===== src/rtl/fifo_rd_ptr_empty.sv =====
`default_nettype none
// ============================================================================
// Module      : fifo_rd_ptr_empty
// Description : Read-side pointer/flag stage of an async FIFO. Synchronises
//               the write-pointer gray code into the read domain, owns the
//               read pointer (binary + gray), and produces the RAM read
//               address, registered empty flag, fill level and a sticky
//               underflow flag.
//               Optional: define FIFO_RD_AEMPTY_EN to add the almost_empty
//               output (level at or below AEMPTY_TH).
// Revision    : 1.0 - initial release
// ============================================================================
module fifo_rd_ptr_empty #(
  parameter int ADDR_W      = 4,
  parameter int SYNC_STAGES = 2,
  parameter int AEMPTY_TH   = 2
) (
  input  logic              clk,
  input  logic              rst,
  input  logic              rd_en,
  input  logic [ADDR_W:0]   wptr_gray,
  output logic [ADDR_W-1:0] rd_addr,
  output logic [ADDR_W:0]   rptr_gray,
  output logic              empty,
  output logic [ADDR_W:0]   rd_level,
  output logic              underflow
`ifdef FIFO_RD_AEMPTY_EN
  ,
  output logic              almost_empty
`endif
);

  // Reject illegal configurations at elaboration time.
  if ((SYNC_STAGES < 2) || (SYNC_STAGES > 4) || (ADDR_W < 1) ||
      (AEMPTY_TH < 0)) begin : g_param_check
    $error("fifo_rd_ptr_empty: illegal parameter set");
  end

  localparam logic [ADDR_W:0] C_ZERO = '0;

  // Synchroniser chain: stage 0 captures the asynchronous input, last stage is wq.
  logic [SYNC_STAGES-1:0][ADDR_W:0] sync_q, sync_d;
  logic [ADDR_W:0] wq;
  logic [ADDR_W:0] wbin;

  // Read pointer, flags and level state.
  logic [ADDR_W:0] rbin_q, rbin_d;
  logic [ADDR_W:0] rgray_q, rgray_d;
  logic            empty_q, empty_d;
  logic [ADDR_W:0] level_q, level_d;
  logic            underflow_q, underflow_d;
  logic            rd_fire;

  assign wq = sync_q[SYNC_STAGES-1];

  // Shift the write-pointer gray code one stage per clock.
  always_comb begin
    sync_d    = sync_q;
    sync_d[0] = wptr_gray;
    for (int i = 1; i < SYNC_STAGES; i++) begin
      sync_d[i] = sync_q[i-1];
    end
  end

  // Gray-to-binary of the synchronised write pointer: bit i is the XOR of all bits at and above i.
  always_comb begin
    wbin = C_ZERO;
    for (int i = 0; i <= ADDR_W; i++) begin
      wbin[i] = ^(wq >> i);
    end
  end

  // Next read pointer, empty flag, level and sticky underflow.
  always_comb begin
    rd_fire     = rd_en & ~empty_q;
    rbin_d      = rbin_q + {C_ZERO[ADDR_W:1], rd_fire};
    rgray_d     = rbin_d ^ (rbin_d >> 1);
    // Compared against wq directly so empty asserts on the edge of the last read.
    empty_d     = (rgray_d == wq);
    // Natural modulo 2^(ADDR_W+1) subtraction; a full FIFO yields 2^ADDR_W.
    level_d     = wbin - rbin_d;
    underflow_d = underflow_q | (rd_en & empty_q);
  end

  // State registers with synchronous reset.
  always_ff @(posedge clk) begin
    if (rst) begin
      sync_q      <= '0;
      rbin_q      <= '0;
      rgray_q     <= '0;
      empty_q     <= 1'b1;
      level_q     <= '0;
      underflow_q <= 1'b0;
    end else begin
      sync_q      <= sync_d;
      rbin_q      <= rbin_d;
      rgray_q     <= rgray_d;
      empty_q     <= empty_d;
      level_q     <= level_d;
      underflow_q <= underflow_d;
    end
  end

`ifdef FIFO_RD_AEMPTY_EN
  localparam logic [ADDR_W:0] C_AEMPTY_TH = AEMPTY_TH[ADDR_W:0];

  logic almost_empty_q, almost_empty_d;

  // Almost-empty tracks the same level value that is loaded into rd_level.
  always_comb begin
    almost_empty_d = (level_d <= C_AEMPTY_TH);
  end

  // Almost-empty register, set on reset since the FIFO starts empty.
  always_ff @(posedge clk) begin
    if (rst) begin
      almost_empty_q <= 1'b1;
    end else begin
      almost_empty_q <= almost_empty_d;
    end
  end

  assign almost_empty = almost_empty_q;
`endif

  assign rd_addr   = rbin_q[ADDR_W-1:0];
  assign rptr_gray = rgray_q;
  assign empty     = empty_q;
  assign rd_level  = level_q;
  assign underflow = underflow_q;

endmodule
`default_nettype wire


===== config.mk =====
export PLATFORM = sky130hd
export DESIGN_NAME = fifo_rd_ptr_empty
export DESIGN_NICKNAME = d
export VERILOG_FILES = /design/src/rtl/fifo_rd_ptr_empty.sv
export SDC_FILE = /design/constraint.sdc
export NUM_CORES = 1
export LEC_CHECK = 0
export CAP_MARGIN = 40
export CORE_UTILIZATION = 48
export DETAILED_ROUTE_END_ITERATION = 8
export GPL_TIMING_DRIVEN = 0
export PLACE_DENSITY = 0.73
export SLEW_MARGIN = 0
export SYNTH_ARGS = -nofsm -noshare
export SYNTH_HDL_FRONTEND = slang
export SYNTH_SLANG_ARGS = --single-unit

===== constraint.sdc =====
create_clock -name clk -period 3.02 [get_ports clk]
set_input_delay 0.755 -clock clk [delete_from_list [all_inputs] [get_ports clk]]
set_output_delay 0.755 -clock clk [all_outputs]
set_load 0.1 [all_outputs]

### After elaboration in Yosys (flattened, before gate mapping)

Index checks and enable logic that the tools add are counted.

* add/sub/neg operators: 2
* equality and inequality tests: 1
* bitwise logic cells: 5
* reductions and logical operators: 5

Operator list (number)
* $reduce_xor 5->1: 5
* $add 5x1->5: 1
* $eq 5x5->1: 1
* $sub 5x5->5: 1
* $xor 5x4->5: 1
* $and 1x1->1: 2
* $not 1->1: 1
* $or 1x1->1: 1

* flip-flop bits (word level): 27
* input bits: 8
* word-level logic and storage cells: 20

### Depth between registers and ports, before layout

* depth after elaboration: 5
* depth in mapped cells: 11

### Worst setup path after synthesis

Ideal clock, no wire load.

* path type: reg-to-reg
* start point: register empty_q (netlist: empty)
* end point: register level_q[4] (netlist: rd_level[4])
* library setup time: 128 ps
* arrival: 2881 ps
* path slack: 12 ps
* stages on the path, launching flop included: 10
* buffers on the path: 0
* period minus slack after synthesis: 3008 ps
* cells stage by stage: dfxtp_1 nor2b_1 ha_1 ha_1 inv_1 fa_1 a21o_1 maj3_1 xnor2_1 nor2_1

* cells in the longest elaborated chain, start to end: 4

RTL lines
* start: declaration: line 49 `logic empty_q, empty_d;`
* start signal: assignment: line 98 `empty_q <= empty_d;`
* $not 1->1: line 75 `rd_fire = rd_en & ~empty_q;`
* $and 1x1->1: line 75
* $add 5x1->5: line 76 `rbin_d = rbin_q + {C_ZERO[ADDR_W:1], rd_fire};`
* via rbin_d[1]: line 47 `logic [ADDR_W:0] rbin_q, rbin_d;`
* $sub 5x5->5: line 81 `level_d = wbin - rbin_d;`
* end signal: assignment: line 99 `level_q <= level_d;`
* end: declaration: line 50 `logic [ADDR_W:0] level_q, level_d;`

The timed path passes the listed nets, and every way through them passes these cells.
A chain may end at the register's enable or synchronous reset.

### Final worst setup path

* start point: input port rd_en
* end point: register level_q[4] (netlist: rd_level[4])

* cells in the longest elaborated chain, start to end: 3

RTL lines
* start: declaration: line 20 `input logic rd_en,`
* $and 1x1->1: line 75
* $add 5x1->5: line 76
* $sub 5x5->5: line 81

Every way passes these cells.

==> impl_metrics.ini <==
[sta]
fmaxAchievable_mhz = 346
setup_viol_count_final = 0
rsz0062_at_grt = false
period_share_pct = 95.7
skew_ns = 0.00404
tightest_slew_ns = 0.497
fin_crit_ns = 2.89
slew_headroom_pct = 66.9
hold_ws_ns = 0.453
hold_viol_final = 0
drv_slew = 0

[route]
num_vias = 836
drc_errors = 0
drt-total-wl_mm = 2.31
first_pass_iters = 4
drtIter0Drc = 6
drtAntennaViolNets = 0
via_per_inst = 4.89
routedWlPerCell_microns = 13.5

[synth]
synth_edf_count = 0
synth_top_area_share_pct = 48.5
yosysTopAreaCell = dfxtp_1
yosys_warnings = 0
avgSynthCellArea_sq_um = 10.5
ys_types = 24
synthFlopType = dfxtp_1
yosysSeqAreaShare_pct = 48.5
synth.area.top_cells = dfxtp_1 (49%), xnor2_1 (9.0%), nor2b_1 (7.6%)
ys_async_sr_fraction_pct = 0
syn_nets = 116
synth-seq-cells = 26
yosys-top-cells-count = dfxtp_1 (26), nor2_1 (13), nor2b_1 (13)
syn_inst = 102
syn_area_sq_um = 1070
yosysMostFrequentCell = dfxtp_1

[power_and_ir_drop]
p_switching_mw = 0.321
combPwrFrac_pct = 40.2
seq_power_share_pct = 43.3
switching_share_pct = 36.6
power_density_nw_per_um2 = 536
intPower_mw = 0.555
irDropWorstVdd_uv = 446
leakage_nw = 0.657
clkPwrFrac_pct = 16.5

[place]
routabilityCongestion = 0.717
dpl.hpwl_mm = 1.73
portBuffers = 23

[layout]
fin_util_pct = 80.9
num_antenna_cells = 0
drive_above_1_share_pct = 18.1
fin_nets = 160
area_growth_pct = 52.5

[clock_tree]
cts.reportedPaths.clkPinSlew_ns = 0.13
cts_root_buf = clkbuf_4
cts_tree = yes
htreeDepth = 1
clock_sink_count = 26
tritoncts.num_buffers = 3
clk_path_buf_depth = 2
postCtsSetupRepairBufs = 0
clock_latency_ns = 0.32

[die]
core_sq_um = 2020
die-area_sq_um = 2430
fp.dieH_microns = 49.3
rows = 16
ios = 24
fp.dieW_microns = 49.3
start_util_pct = 53.0

[setup_path]
path_class = input pin to flip-flop
endpoint_kind = flip-flop
worst-path-max-fanout = 6
rrSetupSlack_ns = 0.19
cp.required_ns = 3.23
rr_worst_depth = 11
cp-start-kind = input pin
worstPathArrival_ns = 3.10

[global_route]
grt.total_usage_pct = 21.7
overflow = 0
grt_pass1_vias = 915
antenna_found_initial = 0
grt_pass1_wl_mm = 3.90
grt_start_max_net_pins = 14

[hold_path]
holdPathStages = 1
hold_class = flip-flop to flip-flop

[flow_run]
maxCapViolCount = 0

[status]
status = finished, final reports clean
layer usage:
| layer | GRT usage (%) | up-vias | share of wire [%] |
|---|---|---|---|
| met2 | 41.1 | 22 | 55 |
| met3 | 4.05 | 8 | 3.7 |
| met1 | 22.0 | 391 | 39 |
| met5 | 0 | - | 0 |
| met4 | 11.8 | 0 | 2.6 |
| li1 | - | 415 | - |
cell families after synthesis:
| family | Yosys count | synth area share (%) |
|---|---|---|
| AO/OA/AOI/OAI | 8 | 5.48 |
| XOR/XNOR | 20 | 18.3 |
| adder cells (fa/ha/maj) | 7 | 8.63 |
| buffers and inverters | 5 | 1.75 |
| flip-flops | 26 | 48.5 |
| AND/OR/NAND/NOR | 36 | 17.3 |
path summary, 6_finish.rpt:
path	start	to
max	rd_en	rd_level[4]
min	sync_d[7]	wq[2]
max reg2reg	wq[3]	rd_level[4]
min reg2reg	sync_d[7]	wq[2]
cell usage in the layout (no fill, tap or decap):
cell type	n
dfxtp_1	26
clkdlybuf4s50_1	23
buf_8	16
nor2_1	13
nor2b_1	13
xnor2_1	11
xor2_1	6
inv_1	3
nand2_1	3
nand3_1	3
ha_1	3
clkbuf_4	3
clkbuf_1	2
a21o_1	2
a21oi_1	2
xor2_2	1
xnor2_4	1
a21boi_0	1
and3b_2	1
o211ai_1	1
o2bb2ai_1	1
and2_2	1
nor3_1	1
xnor3_1	1
or3_1	1
a41o_1	1
maj3_1	1
fa_2	1
ha_4	1
ha_2	1
final cells by class:
type	count	area (sq um)
inverters	3	11.3
repair buffers	39	470
well taps	27	33.8
plain buffers	2	7.51
multi-input cells	71	569
clock buffers	3	22.5
flip-flops and latches	26	520
fillers	133	387
registers in the layout, indices dropped and copies added, names as in the netlist:
name       count
rbin_q         5
rd_level       5
sync_d         5
wq             5
rptr_gray      4
empty          1
underflow      1
critical path, cell delays in order:
cell	delay [ns]
clkdlybuf4s50_1	0.47
nor2b_1	0.16
ha_2	0.26
ha_4	0.20
xnor2_4	0.17
ha_1	0.32
a21o_1	0.18
maj3_1	0.37
xnor2_1	0.15
nor2_1	0.05
through the flow:
stage	instance area [sq um]	cells	setup slack (ns)	TNS, ns	total power, mW
6_report	1640	171	0.129	0	0.877
5_1_grt	1640	171	0.0227	0	0.913
4_1_cts	1630	171	0.0744	0	0.879
3_5_place_dp	1580	168	-0.414	-0.526	0.738
3_3_place_gp	1340	152	-0.332	-0.337	0.667
2_1_floorplan	1070	102	0.0118	0	0.607
timing repair:
action	CTS	global route
endpoints found under the setup margin	1	1
pin swaps	0	0
gates cloned	0	0
resized for setup	4	2
hold buffers	0	0
power groups by stage:
stage | Combinational, mW | Sequential, mW | Clock, mW
2_1_floorplan | 0.0784 | 0.529 | 0
3_3_place_gp | 0.281 | 0.385 | 0
3_5_place_dp | 0.351 | 0.387 | 0
4_1_cts | 0.354 | 0.380 | 0.145
5_1_grt | 0.373 | 0.382 | 0.157
6_report | 0.353 | 0.380 | 0.144
Note: power is estimated with default switching activity, not from simulation.
==> RTL edit: new RTL, config.mk and constraints unchanged <==
Change the parameter `ADDR_W` from 4 to 2.
--- a/src/rtl/fifo_rd_ptr_empty.sv
+++ b/src/rtl/fifo_rd_ptr_empty.sv
@@ -13,3 +13,3 @@
 module fifo_rd_ptr_empty #(
-  parameter int ADDR_W      = 4,
+  parameter int ADDR_W      = 2,
   parameter int SYNC_STAGES = 2,
Ports: changed (resized rd_addr, rd_level, rptr_gray and wptr_gray); port bits go from 24 to 16. The function was not compared with the original's and may differ.
==> RTL edit against the unedited design <==
  * Count of clock-buffer cells in the layout is the same
  * Area after synthesis down 44%
  * Clock power shrank 30%
  * Worst setup slack gained 0.23 ns
  * Power is 26% lower
  * Sequential cell count shrank 10
  * First-iteration DRC count is 100% lower
  * Routed wire length fell by 57%
  * Combinational power shrank 14%
  * Cell count fell by 44%
  * Register-to-register slack gained 0.79 ns
  * Cell area down 43%
  * Critical endpoint is now rd_level[2]
  * Largest cell class is now registers
==> RTL edit: results (changes against the unedited design) <==
[synthesis]
synthCells = 55  ; was 102
synthXorXnorAreaFrac_pct = 13.15  ; was 18.32%
synth_area_leaders = dfxtp_1, nor2b_1, xnor2_1, ha_1, nor2_1  ; was dfxtp_1, xnor2_1, nor2b_1, ha_1, xor2_1
synth_fa_ha_area_share_pct = 9.603  ; was 8.635%
yosysUniqueCellTypes = 14  ; was 24
yosys-top-cells-count = dfxtp_1, nor2b_1, nor2_1, xnor2_1  ; was dfxtp_1, nor2_1, nor2b_1, xnor2_1, xor2_1

[grt]
track_usage_pct = 18.40  ; was 21.72%
use_met2_pct = 33.77  ; was 41.10%
grt_use_met1_pct = 20.08  ; was 21.98%
met3_usage_pct = 1.786  ; was 4.050%
grt_max_degree = 11  ; was 14

[critical_path]
reg2regPathDepth = 8  ; was 11
r2r-end = rd_level[2]  ; was rd_level[4]
cp_max_fo = 3  ; was 6
critPathSlowestCell = fa_1  ; was clkdlybuf4s50_1

[placed_design]
placed_cell_area_um2 = 907.1  ; was 0.001577 mm^2
port_buffers = 14  ; was 23
dp.cells = 93  ; was 168
dp_hpwl_um = 814.9  ; was 1.729 mm

[layout]
nFillCells = 65  ; was 133
nonClockBufferCount = 26  ; was 41
instances_no_fill = 96  ; was 171
final-nonclk-buf-share_pct = 32.17  ; was 29.23%
clock_area_share_pct = 2.423  ; was 1.377%
seq-cell-share_pct = 34.45  ; was 31.83%
multi_input_comb_cells = 34  ; was 71
drive_gt1_share_pct = 18.29  ; was 18.06%
fin_nets = 94  ; was 160

[route]
met2_length_um = 534  ; was 1.272 mm
wl_per_cell_um = 10.38  ; was 13.53 um
drt-pass1-iter-count = 1  ; was 4
wl_met3_um = 28  ; was 86 um
drt-met1-wl_um = 426  ; was 894 um
drtIter0Drc = 0  ; was 6

[power]
p_switching_w = 0.0002529  ; was 0.0003213 W
max-vdd-ir-drop_mv = 0.4269  ; was 0.4458 mV

[floorplanning]
die_area_mm2 = 0.001394  ; was 0.002427 mm^2

[sta]
slew_headroom_pct = 64.37  ; was 66.90%
whs_ns = 0.4437  ; was 0.4528 ns
finClkSkew_ns = 0.001509  ; was 0.004044 ns

[clocking]
clkTransAtPathRegs_ns = 0.08  ; was 0.13 ns
worstSkewPairLatency_ns = 0.27  ; was 0.32 ns

[min_path]
holdCritStartpoint = sync_d[3]  ; was sync_d[7]
hold_path_end = wq[0]  ; was wq[2]

[outcome]
run_status = completed  ; unchanged

RTL edit: how the worst max path moves through the flow:
stage	start	end	slack [ns]	cells after the start
floorplan	empty	rd_level[2]	0.46	8
global placement	rd_en	rd_level[2]	0.17	9
detailed placement	rd_en	rd_level[2]	0.1	9
CTS	rd_en	rd_level[2]	0.36	9
global route	rd_en	rd_level[2]	0.25	9
finish	rd_en	rd_level[2]	0.35	9
RTL edit: power groups by stage:
stage | Sequential [W] | Clock [W] | Combinational, W
floorplan | 0.000384 | 0 | 0.0000577
finish | 0.000243 | 0.000101 | 0.000305
global placement | 0.000247 | 0 | 0.000243
CTS | 0.000243 | 0.000106 | 0.000308
detailed placement | 0.000249 | 0 | 0.000306
global route | 0.000245 | 0.000116 | 0.000320
RTL edit: kinds of logic (layout without fill, tap and decap cells):
kind of cell	count (synthesis)	after routing
adders and majority gates	4	4
xor gates and xnor gates	9	9
AOI/OAI and AO/OA	3	3
and+or+nand+nor	18	18
DFF	16	16
buffers and inverters	5	32
